File: config.mk
export PLATFORM = sky130hd
export DESIGN_NAME = conv_window_gen
export DESIGN_NICKNAME = d
export VERILOG_FILES = /design/src/rtl/conv_window_gen.sv
export SDC_FILE = /design/constraint.sdc
export NUM_CORES = 2
export LEC_CHECK = 0
export BUFFER_PORTS_ARGS = -buffer_cell sky130_fd_sc_hd__buf_2
export CAP_MARGIN = 10
export CORE_AREA = 2 2 582 584
export DETAILED_ROUTE_END_ITERATION = 8
export DIE_AREA = 0 0 584 586
export PLACE_DENSITY = 0.51
export SYNTH_ARGS = -nofsm -noshare
export SYNTH_HDL_FRONTEND = slang
export SYNTH_SLANG_ARGS = --single-unit
File: constraint.sdc
create_clock -name clk -period 3.9 [get_ports clk]
set_input_delay 0.195 -clock clk [delete_from_list [all_inputs] [get_ports clk]]
set_output_delay 0.195 -clock clk [all_outputs]
set_load 0.02 [all_outputs]
File: src/rtl/conv_window_gen.sv
// rtl/conv_window_gen.sv - 3x3 sliding-window generator over three captured rows
// Sweeps one window per accepted handshake; optional zero padding at row edges.
module conv_window_gen #(
  parameter int W    = 16,
  parameter int COLS = 28,
  parameter int PAD  = 0
) (
  input  logic                      clk,
  input  logic                      rst,
  input  logic [W*COLS-1:0]         row0_in,
  input  logic [W*COLS-1:0]         row1_in,
  input  logic [W*COLS-1:0]         row2_in,
  input  logic                      rows_valid,
  output logic                      rows_ready,
  output logic [9*W-1:0]            win_data,
  output logic                      win_valid,
  input  logic                      win_ready,
  output logic [$clog2(COLS)-1:0]   win_col,
  output logic                      win_last,
  output logic                      overflow
);

  localparam int NWIN  = (PAD != 0) ? COLS : COLS - 2;
  localparam int CW    = $clog2(COLS);
  localparam int PCOLS = COLS + 2;

  typedef enum logic {
    IDLE,
    SWEEP
  } state_t;

  state_t          state_q, state_d;
  logic [CW-1:0]   col_q, col_d;
  logic [W*COLS-1:0] row_q [3];
  logic            overflow_q;
  logic            transfer;
  logic            at_last;
  logic            capture;

  assign at_last = (col_q == CW'(NWIN - 1));

  always_comb begin
    win_valid  = 1'b0;
    transfer   = 1'b0;
    rows_ready = 1'b0;
    capture    = 1'b0;
    state_d    = state_q;
    col_d      = col_q;
    case (state_q)
      IDLE: begin
        rows_ready = 1'b1;
        capture    = rows_valid;
        if (capture) begin
          state_d = SWEEP;
          col_d   = '0;
        end
      end
      SWEEP: begin
        win_valid  = 1'b1;
        transfer   = win_ready;
        rows_ready = transfer && at_last;
        capture    = rows_valid && rows_ready;
        if (transfer) begin
          if (at_last) begin
            // a group landing on the final transfer restarts the sweep seamlessly
            col_d   = '0;
            state_d = capture ? SWEEP : IDLE;
          end else begin
            col_d = col_q + 1'b1;
          end
        end
      end
      default: begin
        state_d = IDLE;
        col_d   = '0;
      end
    endcase
  end

  always_ff @(posedge clk or negedge rst) begin
    if (!rst) begin
      state_q    <= IDLE;
      col_q      <= '0;
      overflow_q <= 1'b0;
      row_q[0]   <= '0;
      row_q[1]   <= '0;
      row_q[2]   <= '0;
    end else begin
      state_q <= state_d;
      col_q   <= col_d;
      if (rows_valid && !rows_ready) begin
        overflow_q <= 1'b1;
      end
      if (capture) begin
        row_q[0] <= row0_in;
        row_q[1] <= row1_in;
        row_q[2] <= row2_in;
      end
    end
  end

  assign win_col  = col_q;
  assign win_last = win_valid && at_last;
  assign overflow = overflow_q;

  // Pixel view with a zero column on each side; index p maps to stored column p-1.
  logic [W-1:0] pix [3][PCOLS];

  for (genvar r = 0; r < 3; r++) begin : g_pix_row
    for (genvar p = 0; p < PCOLS; p++) begin : g_pix_col
      if (p == 0 || p == PCOLS - 1) begin : g_zero
        assign pix[r][p] = '0;
      end else begin : g_data
        assign pix[r][p] = row_q[r][W*(p-1) +: W];
      end
    end
  end

  logic [9*W-1:0] win_all [NWIN];

  for (genvar j = 0; j < NWIN; j++) begin : g_win
    for (genvar r = 0; r < 3; r++) begin : g_tap_row
      for (genvar c = 0; c < 3; c++) begin : g_tap_col
        localparam int PIDX = (PAD != 0) ? j + c : j + 1 + c;
        assign win_all[j][W*(3*r+c) +: W] = pix[r][PIDX];
      end
    end
  end

  always_comb begin
    win_data = '0;
    if (col_q < CW'(NWIN)) begin
      win_data = win_all[col_q];
    end
  end

endmodule

After elaboration in Yosys (flattened, before gate mapping):

Index checks and enable logic that the tools add are counted.

* input port bits: 1348
* bits in registers: 1351
* output and inout port bits: 153

* eq/ne operators: 3
* magnitude comparators: 2
* multiplexer cells: 16
* bitwise logic cells: 2
* reductions and logical operators: 6
* add/sub/neg operators: 1

Operator list (number)
* 144-bit binary-select mux with 5-bit select: 1
* 144-bit two-way mux: 3
* 5-bit two-way mux: 3
* 5-bit case mux with 2 select lines: 1
* 6-bit greater-or-equal comparator (second input constant): 1
* 5-bit NOT with 6-bit output: 1
* 1-bit case mux with 2 select lines: 3
* 5-bit by 1-bit adder with 5-bit output (second input constant): 1
* 5-bit == test (second input constant): 1
* 5-bit < comparator (second input constant): 1
* 1-bit two-way mux: 5
* 1-bit logical AND: 4
* 2-bit != test (second input constant): 2
* 2-bit AND reduction: 1
* 1-bit logical NOT: 1
* 1-bit NOT: 1

Depth between registers and ports, before layout:

* depth in word-level cells: 7
* gate-level depth with buffers: 15

Least setup slack after synthesis:

Ideal clock, no wire load.

* path type: reg2reg
* start point: register col_q[1], in the netlist win_col[1]
* end point: register row_q (netlist bit pix[1008])
* arrival: 3.107 ns
* slack: 0.669 ns
* clock period less this slack: 3.231 ns
* buffers on the path: 9
* stages on the path, launching flop included: 16
* cells stage by stage: dfrtp_1 -> buf_4 -> buf_6 -> buf_6 -> buf_2 -> buf_2 -> inv_1 -> ha_1 -> nand4b_1 -> o21ai_2 -> and2_1 -> clkbuf_1 -> buf_2 -> buf_2 -> buf_4 -> mux2_2

* longest elaborated chain between the ends: 4

RTL lines
* start, declared: line 33 `logic [CW-1:0] col_q, col_d;`
* start signal, assigned: line 90 `col_q <= col_d;`
* 5-bit == test: line 40 `assign at_last = (col_q == CW'(NWIN - 1));`
* 1-bit logical AND: line 61 `rows_ready = transfer && at_last;`
* 1-bit logical AND: line 62 `capture = rows_valid && rows_ready;`
* 1-bit case mux with 2 select lines: line 49 `case (state_q)`
* end, declared: line 34 `logic [W*COLS-1:0] row_q [3];`

No other way between the ends.
A chain may end at the register's enable or synchronous reset.

Worst setup path in the final report:

* start point: register col_q[0], in the netlist win_col[0]
* end point: output port win_data[102]

* longest elaborated chain between the ends: 5
* elaborated cells on any way between the ends: 6
* classes of those cells: 1 x order compare; 4 x mux; 1 x bitwise

RTL lines
* 5-bit NOT with 6-bit output (implied by the code): line 133 `win_data = win_all[col_q];`
* 144-bit binary-select mux with 5-bit select: line 133
* 144-bit two-way mux (implied by the code) (2 in series): line 133
* 144-bit two-way mux (*): line 132 `if (col_q < CW'(NWIN)) begin`
* end, declared: line 15 `output logic [9*W-1:0] win_data,`

Every way passes the cells marked *; elsewhere a longest branch is shown, timed or not. The select of a mux whose other input is x is not followed.

==> summary.txt <==
Outcome
  • Status: finished, violations left
  • Violated checks: setup timing

Power and ir drop
  • Comb pwr share: 0.472
  • P_int: between 40 and 50 mW
  • Switching power: ~28 mW
  • Clk pwr share: 0.257
  • Switching share of total power: 0.412
  • VDD IR max: 370 µV
  • Cell Pwr Density: around 590 nW/µm²
  • Pleak: approximately 49 nW
  • Sequential power share: 0.270

Yosys
  • Cell count after synthesis: 5541
  • Yosys reg bits: 1351
  • Post-synth cell types: 50
  • Post-synth EDFFs: 0
  • Avg Cell Area, Syn: 14.2 µm²
  • Register area share after synthesis: 0.430
  • Yosys Warn Count: 0
  • FFs w/ async S/R, synth: 1.00
  • Syn nets: 6891
  • Ys flop type: dfrtp_1
  • Mapped cell area: 78600 µm²

Timing
  • Final WS setup: -133 ps
  • Hold Vio Cnt, Final: 0
  • RSZ-0062 raised after global routing: true
  • Least-Margin Pin Slew: 1110 ps
  • Slew margin rel.: 0.261
  • Final period util: 1.03
  • Clk_skew: 53.3 ps
  • Min Tclk post-route: 4030 ps
  • Max Clk Rate: 248 MHz
  • Slew Viols, Final: 0
  • Finish-stage setup viols: 5

Placement
  • Placed cell areas: 92600 µm²
  • RePlAce Congestion: 0.955
  • Post-DP HPWL: 391000 µm
  • Port-buffer cells: 1500
  • Cells after DPL: roughly 11000

Clock network
  • Reg clk slew, reported paths: 60 ps
  • Clk Latency, worst-skew pair: 910 ps
  • Clk sink count: about 1400
  • CTS Buf Count: 179
  • H-tree depth: 4
  • TritonCTS clock tree: yes
  • CTS Root Cell: clkbuf_16
  • Clk buf depth: 4

Die
  • DIE AREA: 342000 µm²
  • Die Ht: 586 µm
  • Core area: about 340000 µm²
  • Site Rows: around 210
  • I/O pin total: around 1500
  • Initial core utilization: 0.234
  • Chip width: 584 µm

Drt
  • 1st-pass router iterations: 6
  • Wire length on met3: 60300 µm
  • DRC viols: 0
  • Via count: a little under 70000
  • ANT nets after route: 0
  • Drt initial violations: 6792
  • WL final: 495000 µm
  • Routed WL per cell: 37.4 µm
  • Routed length on met2: 197000 µm
  • Top routing layer in use: met5
  • Routed met1 length: around 220000 µm
  • DR vias/cell: 5.26

Critical path
  • Critical path buffers and inverters: 4
  • FF-to-FF Start: win_col[2]$_DFFE_PN0P_
  • Worst path top cell family by delay: compound AO/OA/AOI/OAI gates
  • Slowest cell on the critical path: a221oi_4
  • Largest fanout on the critical path: 11
  • Crit path launch: win_col[0]$_DFFE_PN0P_
  • Worst setup EP type: output pin
  • Arrival time of the worst setup path: about 3800 ps
  • Setup CP Type: reg2out
  • Worst path max stage delay: 920 ps
  • Critical Path RT: 3700 ps
  • Critical-path cell list: buf_12 > buf_16 > mux4_2 > a221oi_4 > a31oi_2 > buf_6 > buf_2
  • Startpoint Class: flop

Worst hold path
  • Startpoint of the worst hold path: row1_in[209]
  • Hold crit path type: in2reg

Final layout
  • Final net count: 9894
  • Most common cell after layout, fill and taps aside: buf_2
  • Post-route cell area: 116000 µm²
  • Commonest cells after routing, fill and taps aside: buf_2, dlygate4sd3_1, dfrtp_1, mux2_2, mux2i_1
  • Area grow syn2layout: 47.8%
  • Final non-filler cell total: between 10000 and 15000
  • Share of cells above drive strength 1: 0.494

Global routing
  • Number of global-route vias before repair: 69100
  • Total track usage: 0.278
  • Initial antenna violation count: 283
  • First-pass GRT wire length: 642000 µm
  • Largest net degree at the start of global routing: 133
  • Total congestion overflow: 0

Flow run
  • Max_cap viols: 0
-- worst paths after layout --
kind	to	slack, ps	cells past startpoint
min in group asynchronous	pix[297]$_DFFE_PN0P_	540	3
worst max register to register	pix[579]$_DFFE_PN0P_	140	9
worst max-delay path	win_data[102]	-130	7
worst min-delay path	pix[721]$_DFFE_PN0P_	70	3
worst min register to register	overflow$_DFFE_PN0P_	490	1
max in group asynchronous	pix[499]$_DFFE_PN0P_	2080	4
-- sequential cells by signal (all words and copies together), names as in the netlist --
name      flops
overflow      1
pix        1344
state_q       1
win_col       5
-- worst min-delay path, cell delays in order --
cell and delay (ps):
dlygate4sd3_1 510, buf_2 90, mux2_2 130
-- power groups by stage --
stage                     clock, mW  sequential (mW)  combinational [mW]
after floorplan                   0             17.2                15.6
after global placement            0             18.7                27.6
after detailed placement          0             18.8                27.8
after global routing           18.6             18.8                33.6
final                          17.8             18.7                32.6
after CTS                      18.1             18.5                31.6
-- repair_timing --
action	CTS	global route
cloned	19	9
hold buffers	1389	0
gates resized for setup	273	82
hold endpoints to repair	1790	0
pin swaps	12	8
setup buffers	38	14
setup endpoints to repair	144	96
-- kinds of logic after synthesis --
kind of cell / Yosys count / share of synthesized area
AO/OA/AOI/OAI: 713 / 0.0643
adder cells (fa/ha/maj): 2 / 0.000318
buffers and inverters: 518 / 0.0396
flip-flops: 1351 / 0.430
multiplexers: 2768 / 0.456
AND/OR/NAND/NOR: 189 / 0.0101
-- per-layer routing --
layer,track usage,vias to the layer above
li1,-,28000
met1,0.397,36800
met2,0.382,3918
met3,0.118,738
met4,0.0637,122
met5,0,-
-- Yosys cell counts, types with 9 or more instances --
library cell	n	share of area
a221oi_1	161	0.018
o221ai_1	70	0.0078
o21a_1	31	0.0030
o21ai_0	162	0.010
a21oi_1	103	0.0066
o22ai_1	11	0.00088
mux2_1	146	0.021
a211o_1	9	0.0010
buf_4	210	0.020
buf_2	131	0.0083
clkbuf_1	133	0.0064
o22a_1	10	0.0011
nand2_1	121	0.0058
mux2_2	1347	0.19
and2_1	9	0.00072
nor2_1	40	0.0019
buf_1	10	0.00048
dfrtp_1	1351	0.43
mux2i_1	776	0.099
o221a_2	29	0.0042
mux4_2	499	0.14
a31oi_1	73	0.0058
o21ai_1	16	0.0010
o221a_1	19	0.0027
buf_6	26	0.0037
-- final cells by class --
type / instances / area [µm²]
multi-input cells: 3673 / 43000
clock inverters: 71 / 1010
flip-flops and latches: 1351 / 33800
inverters: 6 / 38.8
diodes: 145 / 363
clock buffers: 250 / 5140
well taps: 4407 / 5510
fillers: 33000 / 220000
repair buffers: 3333 / 27300
-- stage by stage --
stage	utilization	setup slack (ps)	total power [mW]	hold slack (ps)	setup TNS (ps)
floorplan	-	669	32.8	-101	0
global route	0.345	-110	71.0	45.9	-1470
detailed placement	0.276	-108	46.6	280	-108
finish	0.346	-133	69.0	71.7	-260
CTS	0.343	-184	68.3	0.235	-2070
global placement	0.276	-475	46.3	303	-661
No activity file was read; power rests on OpenSTA's default activity.
